===== config.mk =====
export PLATFORM = sky130hd
export DESIGN_NAME = axil_wr_arbiter
export DESIGN_NICKNAME = d
export VERILOG_FILES = /design/src/rtl/axil_wr_arbiter.sv
export SDC_FILE = /design/constraint.sdc
export NUM_CORES = 1
export LEC_CHECK = 0
export BUFFER_PORTS_ARGS = -buffer_cell sky130_fd_sc_hd__buf_2
export CAP_MARGIN = 20
export CORE_UTILIZATION = 31
export CTS_CLUSTER_SIZE = 24
export DETAILED_ROUTE_END_ITERATION = 6
export GPL_TIMING_DRIVEN = 0
export HOLD_SLACK_MARGIN = 0.15
export PLACE_DENSITY = 0.74
export RECOVER_POWER = 25
export SYNTH_ARGS = -nofsm -noshare
export SYNTH_HDL_FRONTEND = slang
export SYNTH_SLANG_ARGS = --single-unit

===== constraint.sdc =====
create_clock -name aclk -period 1.35 [get_ports aclk]
set_input_delay 0.27 -clock aclk [delete_from_list [all_inputs] [get_ports aclk]]
set_output_delay 0.27 -clock aclk [all_outputs]
set_load 0.01 [all_outputs]

===== src/rtl/axil_wr_arbiter.sv =====
// AXI-Lite write-path arbiter: round-robin master grant, slave address decode,
// one-hot mux selects held until the B handshake, and a local DECERR responder.
module axil_wr_arbiter #(
  parameter int NUMBER_MASTER  = 2,
  parameter int NUMBER_SLAVE   = 4,
  parameter int AXI_ADDR_WIDTH = 32,
  parameter logic [NUMBER_SLAVE*AXI_ADDR_WIDTH-1:0] AXI_ADDR_OFFSET =
    {32'h4000_0000, 32'h3000_0000, 32'h2000_0000, 32'h1000_0000},
  parameter logic [NUMBER_SLAVE*AXI_ADDR_WIDTH-1:0] AXI_ADDR_RANGE =
    {32'h0000_FFFF, 32'h0000_FFFF, 32'h0000_FFFF, 32'h0000_FFFF}
) (
  input  logic                                    aclk,
  input  logic                                    areset,
  input  logic [NUMBER_MASTER*AXI_ADDR_WIDTH-1:0] m_axil_awaddr,
  input  logic [NUMBER_MASTER-1:0]                m_axil_awvalid,
  input  logic [NUMBER_MASTER-1:0]                m_axil_bready,
  input  logic                                    aw_done,
  input  logic                                    w_done,
  input  logic                                    b_done,
  output logic [NUMBER_MASTER-1:0]                grant_m,
  output logic [NUMBER_SLAVE-1:0]                 grant_s,
  output logic                                    err_awready,
  output logic                                    err_wready,
  output logic                                    err_bvalid,
  output logic [NUMBER_MASTER-1:0]                addr_illegal
);

  localparam int MW = (NUMBER_MASTER > 1) ? $clog2(NUMBER_MASTER) : 1;

  typedef enum logic [2:0] {IDLE, ACTIVE, RESP, ERR_AW, ERR_W, ERR_B} state_t;

  state_t                        state, state_nxt;
  logic [MW-1:0]                 rr_ptr, rr_next, winner, arb_idx;
  logic                          arb_found;
  logic [2*NUMBER_MASTER-1:0]    req_rot;
  logic [NUMBER_MASTER-1:0]      arb_onehot;
  logic [AXI_ADDR_WIDTH-1:0]     arb_addr;
  logic [NUMBER_SLAVE-1:0]       dec_sel;
  logic                          dec_hit;
  logic                          aw_seen, w_seen;
  logic                          bready_win;

  // Window test is done one bit wider so base+range never wraps.
  function automatic logic in_window(input logic [AXI_ADDR_WIDTH-1:0] addr,
                                     input logic [AXI_ADDR_WIDTH-1:0] base,
                                     input logic [AXI_ADDR_WIDTH-1:0] span);
    logic [AXI_ADDR_WIDTH:0] top;
    top = {1'b0, base} + {1'b0, span};
    return ({1'b0, addr} >= {1'b0, base}) && ({1'b0, addr} <= top);
  endfunction

  // Rotate requests so bit 0 is the master at rr_ptr; first set bit wins.
  always_comb begin
    req_rot   = {m_axil_awvalid, m_axil_awvalid} >> rr_ptr;
    arb_found = 1'b0;
    arb_idx   = '0;
    for (int k = 0; k < NUMBER_MASTER; k++) begin
      if (!arb_found && req_rot[k]) begin
        arb_found = 1'b1;
        arb_idx   = (int'(rr_ptr) + k >= NUMBER_MASTER) ?
                    MW'(int'(rr_ptr) + k - NUMBER_MASTER) : MW'(int'(rr_ptr) + k);
      end
    end
    arb_onehot = NUMBER_MASTER'(1) << arb_idx;
  end

  always_comb begin
    arb_addr = '0;
    for (int i = 0; i < NUMBER_MASTER; i++) begin
      if (arb_idx == MW'(i)) arb_addr = m_axil_awaddr[i*AXI_ADDR_WIDTH +: AXI_ADDR_WIDTH];
    end
  end

  // Lowest-index window wins when windows overlap.
  always_comb begin
    dec_hit = 1'b0;
    dec_sel = '0;
    for (int i = 0; i < NUMBER_SLAVE; i++) begin
      if (!dec_hit && in_window(arb_addr,
                                AXI_ADDR_OFFSET[i*AXI_ADDR_WIDTH +: AXI_ADDR_WIDTH],
                                AXI_ADDR_RANGE[i*AXI_ADDR_WIDTH +: AXI_ADDR_WIDTH])) begin
        dec_hit    = 1'b1;
        dec_sel[i] = 1'b1;
      end
    end
  end

  assign bready_win = |(m_axil_bready & grant_m);
  assign rr_next    = (winner == MW'(NUMBER_MASTER - 1)) ? '0 : winner + 1'b1;

  always_ff @(posedge aclk or posedge areset) begin
    if (areset) state <= IDLE;
    else        state <= state_nxt;
  end

  always_comb begin
    state_nxt    = state;
    err_awready  = 1'b0;
    err_wready   = 1'b0;
    err_bvalid   = 1'b0;
    addr_illegal = '0;
    case (state)
      IDLE:   if (arb_found) state_nxt = dec_hit ? ACTIVE : ERR_AW;
      ACTIVE: if ((aw_seen | aw_done) && (w_seen | w_done)) state_nxt = RESP;
      RESP:   if (b_done) state_nxt = IDLE;
      ERR_AW: begin
        err_awready  = 1'b1;
        addr_illegal = grant_m;
        state_nxt    = ERR_W;
      end
      ERR_W: begin
        err_wready = 1'b1;
        if (w_done) state_nxt = ERR_B;
      end
      ERR_B: begin
        err_bvalid = 1'b1;
        if (bready_win) state_nxt = IDLE;
      end
      default: state_nxt = IDLE;
    endcase
  end

  always_ff @(posedge aclk or posedge areset) begin
    if (areset) begin
      grant_m <= '0;
      grant_s <= '0;
      winner  <= '0;
      rr_ptr  <= '0;
      aw_seen <= 1'b0;
      w_seen  <= 1'b0;
    end else begin
      if (state == IDLE && arb_found) begin
        grant_m <= arb_onehot;
        grant_s <= dec_hit ? dec_sel : '0;
        winner  <= arb_idx;
        aw_seen <= 1'b0;
        w_seen  <= 1'b0;
      end
      if (state == ACTIVE) begin
        aw_seen <= aw_seen | aw_done;
        w_seen  <= w_seen | w_done;
      end
      if ((state == RESP || state == ERR_B) && state_nxt == IDLE) begin
        grant_m <= '0;
        grant_s <= '0;
        rr_ptr  <= rr_next;
      end
    end
  end

endmodule


==> results of run 1 <==
-- cell families after synthesis --
family	Yosys count
AOI/OAI and AO/OA	27
xor gates and xnor gates	2
buffers and inverters	5
DFF	13
and+or+nand+nor	43
muxes	2
-- sequential cells by signal, summed over array words and instances, names as in the netlist --
register,count
grant_s,4
w_seen,1
state,3
rr_ptr,1
aw_seen,1
grant_m,2
winner,1
-- power breakdown --
group | switching (uW) | internal, uW | total, uW
logic | 433 | 462 | 895
clock network | 123 | 114 | 237
registers | 167 | 527 | 694
total | 723 | 1100 | 1830
-- metal layers --
metal  vias up  track usage (%)  routed length, um
li1        467                -                  -
met1       442            19.72                881
met2        53            35.19               1232
met3         2            2.260                176
met4         0            4.386                 17
met5         -                0                  0
-- worst max-delay path by stage --
stage                 startpoint    endpoint  slack (ns)  cells after the start
2_1_floorplan  m_axil_awaddr[23]    state[1]       -0.27                      5
3_3_place_gp   m_axil_awaddr[23]    state[1]       -0.45                      6
3_5_place_dp   m_axil_awaddr[23]    state[1]       -0.45                      6
4_1_cts        m_axil_awaddr[16]    state[1]       -0.16                      6
5_1_grt                   rr_ptr  grant_s[0]       -0.18                      5
6_report       m_axil_awaddr[16]  grant_s[3]       -0.13                      6
-- cell usage in the layout (no fill, tap or decap), drive strengths merged, types with 3 or more instances in the layout --
master | synthesis | routed
a22o | 3 | 3
nand2 | 12 | 12
nor3b | 4 | 4
buf | 0 | 55
or4 | 4 | 4
nor2 | 7 | 7
and2 | 3 | 3
dfrtp | 13 | 13
inv | 4 | 4
clkbuf | 1 | 5
o21ai | 5 | 5
nor3 | 3 | 3
a21oi | 4 | 4
-- final cells by class --
class                           count  area (sq um)
Timing Repair Buffer               56         316.6
Buffer                              1         5.005
Fill cell                         254          1226
Multi-Input combinational cell     74         544.3
Clock buffer                        4         26.28
Sequential cell                    13         329.1
Inverter                            4         15.01
Tap cell                           30         37.54
-- per-stage QoR --
step	setup TNS, ns	std cells	instance area [sq um]	setup WS [ns]
floorplan	-1.212	92	829.5	-0.2697
global placement	-2.417	172	1117	-0.4454
detailed placement	-2.645	172	1117	-0.4528
CTS	-0.8618	180	1220	-0.1562
global route	-1.436	182	1274	-0.1835
finish	-0.9439	182	1274	-0.1319
-- worst register-to-register path, stage by stage (launching register included) --
cell and delay, ns:
sky130_fd_sc_hd__dfrtp_1 0.39, sky130_fd_sc_hd__nand2b_4 0.17, sky130_fd_sc_hd__a2111o_1 0.46, sky130_fd_sc_hd__o31ai_4 0.10
sky130_fd_sc_hd__o211ai_2 0.14, sky130_fd_sc_hd__o21ai_1 0.13
-- repair_timing --
action                     CTS  global route
gates resized for setup     14             8
setup buffers                3             2
pin swaps                    5             3
hold endpoints to repair    13             0
hold buffers                 1             0
setup endpoints to repair   15            16
==> results.md, run 1 <==
- Crit-path leading delay family: compound AO/OA/AOI/OAI gates
- CTS tree: built
- Setup slack after layout: -0.1319 ns
- Site Rows: 18
- Largest net degree at the start of global routing: 14
- End of the worst hold path: aw_seen
- DR iter-0 viols: 6
- Proportion of synthesized area in mux cells: 2.564%
- Router iterations before antenna repair: 4
- CP cell instances: buf_6, or4_1, a2111o_1, o31ai_4, o211ai_2, o21ai_1
- RD Place Congestion: 0.7656
- Global-route wire length before repair: 3829 um
- Main combinational cell family by area after synthesis: simple AND/OR/NAND/NOR gates
- Number of nets in the finished design: 226
- Clock insertion delay at the later pin of the skew report: 0.27 ns
- Static leakage: 0.0006359 uW
- Level count of the clock H-tree: 1
- Critical path class: in2reg
- Grt ovf: 0
- Maximum Capacitance Violations: 0
- Simple-gate portion of the synthesized area: 28.66%
- Synth Area in Adders: 0%
- Clock Sinks: 13
- Post-synthesis cell count: 92
- Ranking of synthesized cells by area: sky130_fd_sc_hd__dfrtp_1 (39%), sky130_fd_sc_hd__nand2_1 (5.0%), sky130_fd_sc_hd__nor3b_1 (3.6%)
- N_diodes: 0
- Hpwl dp: 1830 um
- Max Clock Skew: 0.002415 ns
- Launching point of the worst reg2reg path: rr_ptr
- Antenna violations before repair: 0
- Sequential share of the synthesized area: 39.22%
- Synth top area share: 39.22%
- Actual transition at the worst max-transition pin: 0.4923 ns
- Vias in the first global route: 945
- Post-synthesis instance area: 829.5 sq um
- Cell type of the slowest stage on the worst timing path: sky130_fd_sc_hd__or4_1
- Worst Setup End Kind: flop
- P per Cell Area: 1434 nW/um^2
- Number of buffers created by CTS: 3
- Critical register-to-register path endpoint: grant_s[3]
- Aggregate global-route resource usage: 17.89%
- Result of the run: complete, but fails checks
- Worst Path Arrival: 1.69 ns
- Peak ir drop on the vdd network: 0.6527 mV
- Post-detailed-route DRC marker count: 0
- Area enclosed by the die boundary: 2887 sq um
- Most frequent cells after synthesis: sky130_fd_sc_hd__dfrtp_1 (13), sky130_fd_sc_hd__nand2_1 (11), sky130_fd_sc_hd__nor2_1 (7)
- Min-Delay Startpoint: aw_done
- XOR/XNOR share of the synthesized area: 2.112%
- Starting utilization of the core area: 33.18%
- Register bit count reported by yosys: 13
- Routed Wire Length: 2307 um
- Register clock-pin slew on the reported worst setup and hold paths: 0.07 ns
- Type of element launching the critical path: primary input
- Worst setup slack for register-to-register paths: -0.12 ns
- Commonest register cell after synthesis: sky130_fd_sc_hd__dfrtp_1
- Worst-case headroom to the max-slew limit: 67.15%
- Number of nets produced by synthesis: 165
- Vias after detailed routing: 964
- Class of the worst hold path: in2reg
- Cell variety after synth: 39
- Die extent in y: 53.73 um
- Hold Violations, Final: 0
- Number of input and output port buffers inserted: 50
- Most area-hungry cell type in the Yosys netlist: sky130_fd_sc_hd__dfrtp_1
- Max incr delay on CP: 0.51 ns
- Async set or reset register ratio after synthesis: 100.0%
- Top achievable clock speed: 0.6748 GHz
- Clock period minus worst slack: 1.482 ns
- Die outline width: 53.73 um
- Ratio of final minimum period to clock period: 109.8%
- Failing checks: negative setup slack
- Area growth from synthesis to final layout: 53.54%
- Post-synthesis compound-gate area fraction: 25.04%
- Clock root cell: sky130_fd_sc_hd__clkbuf_4
- Final worst hold slack: 0.2298 ns
- Count of yosys warnings during synthesis: 0
- Unrepaired setup endpoints after global routing: true
- Buffers plus inverters on the worst setup path: 1
- Worst-path maximum fanout: 4
- Routed wire length per instance: 12.68 um
- Required time of the critical path: 1.55 ns
- Layout cells sized above 1: 51.32%
- Count of flip-flops with a built-in enable after synthesis: 0
- Number of top-level design ports: 84
- Final setup vio count: 9
- Number of cells on the worst hold path: 2
- Pwr Total: 1826 uW
- Final core utilization: 50.95%
- Cell with the most instances after synthesis: sky130_fd_sc_hd__dfrtp_1
- Final max-slew violation count: 0
- Worst-case reg-to-reg path depth: 5
- Clock buffer depth: 2
- Core area: 2500 sq um
- Drt via density: 5.297
- Average size of a mapped cell: 9.017 sq um
- Residual antenna-violating net count after detailed routing: 0
No activity file was read; power rests on OpenSTA's default activity.
==> run 2: changes to the inputs <==
==> constraint.sdc (replaced) <==
create_clock -name aclk -period 1.35 [get_ports aclk]
set_input_delay 0.3375 -clock aclk [delete_from_list [all_inputs] [get_ports aclk]]
set_output_delay 0.3375 -clock aclk [all_outputs]
set_load 0.01 [all_outputs]
==> results.md, run 2 (synthesis gave the netlist of run 1 again) <==
- Result of the run: complete, but fails checks
- Failing checks: negative setup slack
- Clock Sinks: 13 (unchanged)
- Area of combinational cells with multiple inputs: 553.0 sq um (+1.6%)
- Actual transition at the worst max-transition pin: 0.4900 ns (-0.002227 ns)
- Final setup vio count: 10 (+1)
- Area enclosed by the die boundary: 2887 sq um (unchanged)
- Hold Violations, Final: 0 (unchanged)
- Antenna violations before repair: 0 (unchanged)
- Filler cell count: 254 (unchanged)
- Grt ovf: 0 (unchanged)
- RD Place Congestion: 0.7656 (unchanged)
- Hpwl dp: 1830 um (unchanged)
- Class of the worst hold path: in2reg
- N_diodes: 0 (unchanged)
- Ratio of final minimum period to clock period: 114.1% (+4.3 points)
- Layout cells sized above 1: 52.26% (+0.94 points)
- Aggregate global-route resource usage: 18.42% (+0.53 points)
- Routed Wire Length: 2429 um (+5.3%)
- Placement Cell Area: 1117 sq um (unchanged)
- Largest register by flop count: grant_s
- Pwr Total: 1913 uW (+4.7%)
- Peak ir drop on the vdd network: 0.7310 mV (+12%)
- Clock period minus worst slack: 1.541 ns (+0.05869 ns)
- Largest registers: grant_s x4, state x3, grant_m x2
- Largest net degree at the start of global routing: 14 (unchanged)
- Final core utilization: 52.20% (+1.3 points)
- Maximum Capacitance Violations: 0 (unchanged)
- Number of input and output port buffers inserted: 50 (unchanged)
- Site Rows: 18 (unchanged)
- Die extent in y: 53.73 um (unchanged)
- Core area: 2500 sq um (unchanged)
- CTS tree: built
- FF+latch area: 329.1 sq um (unchanged)
- Post-place setup slack: -0.5203 ns (-0.06750 ns)
- Starting utilization of the core area: 33.18% (unchanged)
- Level count of the clock H-tree: 1 (unchanged)
- Critical path class: in2reg
- Worst Setup End Kind: flop
- Worst setup slack for register-to-register paths: -0.16 ns (-0.04 ns)
- Clock insertion delay at the later pin of the skew report: 0.27 ns (about the same)
- Residual antenna-violating net count after detailed routing: 0 (unchanged)
- Type of element launching the critical path: primary input
- Vias in the first global route: 962 (+1.8%)
- Number of buffers created by CTS: 3 (unchanged)
- Drt via density: 5.297 (about the same)
- Final max-slew violation count: 0 (unchanged)
- Clock buffer depth: 2 (unchanged)
- Most common cell after layout, fill and taps aside: sky130_fd_sc_hd__buf_2
- Vias after detailed routing: 980 (+1.7%)
- Worst Path Arrival: 1.74 ns (+0.05 ns)
- Worst-case headroom to the max-slew limit: 67.30% (+0.15 points)
- Static leakage: 0.0006502 uW (+2.2%)
- Setup slack after layout: -0.1906 ns (-0.05869 ns)
- Worst-path maximum fanout: 4 (unchanged)
- Number of nets in the finished design: 229 (+1.3%)
- Area growth from synthesis to final layout: 57.31%
- Top achievable clock speed: 0.6491 GHz (-3.8%)
- Required time of the critical path: 1.55 ns (about the same)
- Die outline width: 53.73 um (unchanged)
- Global-route wire length before repair: 3933 um (+2.7%)
- Max Clock Skew: 0.001943 ns (-0.0004718 ns)
- Most frequent cells in the layout: sky130_fd_sc_hd__buf_2 (47), sky130_fd_sc_hd__nand2_1 (10), sky130_fd_sc_hd__dfrtp_1 (10)
- Unrepaired setup endpoints after global routing: true
- Count of placed standard cells in the final layout, fillers left out: 185 (+1.6%)
- Register clock-pin slew on the reported worst setup and hold paths: 0.07 ns (about the same)
- Clock root cell: sky130_fd_sc_hd__clkbuf_4
- P per Cell Area: 1466 nW/um^2 (+2.2%)
- DR iter-0 viols: 15 (+9)
- Number of top-level design ports: 84 (unchanged)
- Number of instances in the placed design: 172 (unchanged)
- Routed wire length per instance: 13.13 um (+3.6%)
- Router iterations before antenna repair: 4 (unchanged)
- Post-detailed-route DRC marker count: 0 (unchanged)
- Post-route cell area: 1305 sq um (+2.5%)
- Flip-flop count of the largest register, all copies and words added: 4 (unchanged)
## run 2: final cells by class
class	instances	area share [%]
clock buffers	4	2.013
well taps	30	2.876
multi-input cells	74	42.38
flip-flops and latches	13	25.22
repair buffers	59	25.98
inverters	4	1.151
plain buffers	1	0.3835
## run 2: report_power, final
part           leakage (uW)  internal, uW  switching [uW]
clock network     0.0000150           114             121
registers          0.000163           527             145
logic              0.000473           517             489
total              0.000650          1160             755
## run 2: final timing paths
| kind | cells after the start | to | from |
|---|---|---|---|
| min in group asynchronous | 3 | grant_m[0] | areset |
| setup / recovery | 6 | grant_s[0] | m_axil_awaddr[24] |
| max in group asynchronous | 3 | state[0] | areset |
| hold / removal | 2 | aw_seen | aw_done |
| hold reg to reg | 1 | rr_ptr | winner |
| setup reg to reg | 5 | grant_s[0] | rr_ptr |
## run 2: worst max-delay path: stages
cell and delay [ns]:
sky130_fd_sc_hd__buf_6 0.09, sky130_fd_sc_hd__or4_1 0.50, sky130_fd_sc_hd__a2111o_1 0.44, sky130_fd_sc_hd__o31ai_4 0.10, sky130_fd_sc_hd__o211ai_2 0.15, sky130_fd_sc_hd__o21ai_1 0.13
## run 2: per-stage QoR
step	hold slack, ns	TNS (ns)
2_1_floorplan	0.2145	-1.549
3_3_place_gp	0.3687	-2.754
3_5_place_dp	0.3839	-2.982
4_1_cts	0.2969	-1.359
5_1_grt	0.3172	-1.999
6_report	0.2976	-1.410
## run 2: metal layers
layer  global-route usage (%)  up-vias  wire, um  share of wire [%]
met4                    4.386        0        18               0.74
li1                         -      472         -                  -
met2                    36.63       51      1310                 54
met3                    2.260        2       166                6.8
met1                    20.07      455       934                 38
met5                        0        -         0                  0
## run 2: what timing repair did
action                     4_1_cts  5_1_grt
hold buffers                     1        0
hold endpoints to repair        13        0
resized for setup               12       11
pin swaps                        7        3
setup buffers                    6        2
setup endpoints to repair       15       17
==> run 3: changes to the inputs <==
--- a/config.mk
+++ b/config.mk
@@ -7,7 +7,9 @@
 export LEC_CHECK = 0
 export BUFFER_PORTS_ARGS = -buffer_cell sky130_fd_sc_hd__buf_2
 export CAP_MARGIN = 20
-export CORE_UTILIZATION = 31
+export CELL_PAD_IN_SITES_DETAIL_PLACEMENT = 1
+export CELL_PAD_IN_SITES_GLOBAL_PLACEMENT = 1
+export CORE_UTILIZATION = 20
 export CTS_CLUSTER_SIZE = 24
 export DETAILED_ROUTE_END_ITERATION = 6
 export GPL_TIMING_DRIVEN = 0
==> results.md, run 3 (synthesis gave the netlist of run 1 again) <==
- Result of the run: complete, but fails checks
- Failing checks: negative setup slack
- Peak ir drop on the vdd network: 0.3332 mV (-54%)
- Number of buffers created by CTS: 3 (unchanged)
- Register clock-pin slew on the reported worst setup and hold paths: 0.05 ns (-0.02 ns)
- Type of element launching the critical path: primary input
- Class of the worst hold path: in2reg
- Site Rows: 23 (+5)
- Worst-case reg-to-reg path depth: 5 (unchanged)
- Router iterations before antenna repair: 2 (-2)
- Final setup vio count: 9 (-1)
- Global-route wire length before repair: 4153 um (+5.6%)
- Critical path class: in2reg
- Vias in the first global route: 962 (unchanged)
- Ratio of final minimum period to clock period: 119.3% (+5.2 points)
- Part of the total power dissipated in combinational logic: 47.0% (-5.6 points)
- Cell type of the slowest stage on the worst timing path: sky130_fd_sc_hd__or4_4
- Maximum Capacitance Violations: 0 (unchanged)
- Most frequent cells in the layout: sky130_fd_sc_hd__buf_2 (43), sky130_fd_sc_hd__nand2_1 (10), sky130_fd_sc_hd__dfrtp_1 (10)
- Number of top-level design ports: 84 (unchanged)
- Post-route cell area: 1311 sq um (+0.48%)
- Final worst hold slack: 0.3381 ns (+0.04051 ns)
- Largest net degree at the start of global routing: 14 (unchanged)
- Grt ovf: 0 (unchanged)
- Placement Cell Area: 1142 sq um (+2.2%)
- Sequential fraction of design power: 35.2% (about the same)
- Sw power: 718.5 uW (-4.8%)
- Post-detailed-route DRC marker count: 0 (unchanged)
- Worst Setup End Kind: flop
- Most common cell after layout, fill and taps aside: sky130_fd_sc_hd__buf_2
- Unrepaired setup endpoints after global routing: true
- Worst-path maximum fanout: 4 (unchanged)
- Hold Violations, Final: 0 (unchanged)
- Clock buffer depth: 2 (unchanged)
- CTS tree: built
- Total Neg Setup Slack: -1.528 ns (-0.1189 ns)
- Top achievable clock speed: 0.6209 GHz (-4.3%)
- CP Capture Point: state[1]
- Area growth from synthesis to final layout: 58.07%
- Highest routed layer: met4
- Worst setup slack for register-to-register paths: -0.21 ns (-0.05 ns)
- Vias after detailed routing: 960 (-2.0%)
- Critical path origin: m_axil_awaddr[16]
- Area of combinational cells with multiple inputs: 543.0 sq um (-1.8%)
- Aggregate global-route resource usage: 12.36% (-6.1 points)
- Static leakage: 0.0006257 uW (-3.8%)
- Largest registers: grant_s x4, state x3, grant_m x2
- Core area: 4000 sq um (+60%)
- Filler cell count: 472 (+86%)
- Routed Wire Length: 2537 um (+4.4%)
- WL met1: 1032 um (+10%)
- Final max-slew violation count: 0 (unchanged)
- Largest register by flop count: grant_s
- FF+latch area: 329.1 sq um (unchanged)
- Die extent in y: 66.40 um (+24%)
- Hpwl dp: 2028 um (+11%)
- Level count of the clock H-tree: 1 (unchanged)
- Area enclosed by the die boundary: 4409 sq um (+53%)
- Clock root cell: sky130_fd_sc_hd__clkbuf_8
- Layout cells sized above 1: 49.01% (-3.3 points)
- Number of nets in the finished design: 225 (-1.7%)
- Flip-flop count of the largest register, all copies and words added: 4 (unchanged)
- Clock Sinks: 13 (unchanged)
- Power share of the clock group: 17.8% (+5.5 points)
- Actual transition at the worst max-transition pin: 0.4928 ns (+0.002734 ns)
- Drt via density: 4.776 (-9.8%)
- Required time of the critical path: 1.48 ns (-0.07 ns)
- Number of cells on the worst hold path: 2 (unchanged)
- Antenna violations before repair: 0 (unchanged)
- Launching point of the worst reg2reg path: rr_ptr
- Routed wire length per instance: 12.62 um (-3.9%)
- Worst-case headroom to the max-slew limit: 67.11% (-0.18 points)
- Setup slack after layout: -0.2605 ns (-0.06988 ns)
- Die outline width: 66.40 um (+24%)
- N_diodes: 0 (unchanged)
- Starting utilization of the core area: 20.74% (-12 points)
- RD Place Congestion: 0.6975 (-8.9%)
- P per Cell Area: 1448 nW/um^2 (-1.2%)
- Clock insertion delay at the later pin of the skew report: 0.24 ns (-0.03 ns)
- Met3 wire length: 182 um (+9.6%)
- Max incr delay on CP: 0.51 ns (about the same)
- Fraction of power spent switching nets: 37.85% (-1.6 points)
- Total met2 wirelength after detailed routing: 1282 um (-2.1%)
- CP cell instances: buf_6, or4_4, a2111o_1, o31ai_4, o21ai_1, o2bb2ai_1
- Residual antenna-violating net count after detailed routing: 0 (unchanged)
- Worst Path Arrival: 1.74 ns (about the same)
- Clock period minus worst slack: 1.611 ns (+0.06988 ns)
- Number of input and output port buffers inserted: 50 (unchanged)
- DR iter-0 viols: 4 (-11)
- Total internal power: 1180 uW (+1.9%)
- Critical register-to-register path endpoint: state[1]
- Max Clock Skew: 0.0009204 ns (-0.001023 ns)
run 3: worst min path at each step:
stage	slack, ns	from	end
floorplan	0.21	areset	aw_seen
global placement	0.40	areset	aw_seen
detailed placement	0.39	areset	state[0]
CTS	0.34	aw_done	aw_seen
global route	0.35	aw_done	aw_seen
finish	0.34	aw_done	aw_seen
run 3: final cells by class:
type / count / share of cell area, %
Timing Repair Buffer: 55 / 23.76
Sequential cell: 13 / 25.10
Buffer: 1 / 0.3817
Clock buffer: 4 / 3.435
Multi-Input combinational cell: 74 / 41.41
Inverter: 4 / 1.145
Tap cell: 50 / 4.771
run 3: worst max-delay path: cells and delay by family:
family / cells / cell delay, ns
simple gates: 1 / 0.51
compound gates: 4 / 0.81
buf+inv: 1 / 0.09
run 3: power by group through the flow:
stage	combinational, uW	clock (uW)	sequential (uW)
final	892	339	668
after global routing	995	364	688
after CTS	823	351	667
after detailed placement	700	0	661
after global placement	676	0	658
after floorplan	462	0	636
run 3: repair_timing:
action | CTS | global route
pin swaps | 5 | 3
endpoints found under the setup margin | 16 | 14
setup buffers | 4 | 0
gates resized for setup | 12 | 10
hold buffers | 1 | 0
hold endpoints to repair | 13 | 0
run 3: through the flow:
stage / worst slack, ns / total power [uW] / util, % / cells
3_5_place_dp: -0.5189 / 1361 / 28.56 / 192
2_1_floorplan: -0.3372 / 1098 / - / 92
6_report: -0.2605 / 1898 / 32.78 / 201
4_1_cts: -0.2605 / 1841 / 31.62 / 201
3_3_place_gp: -0.4949 / 1334 / 28.56 / 192
5_1_grt: -0.3081 / 2047 / 32.78 / 201
run 3: per-layer routing:
layer / global-route usage, % / vias up
li1: - / 468
met1: 13.83 / 445
met2: 21.81 / 42
met3: 3.621 / 5
met4: 4.787 / 0
met5: 0 / -
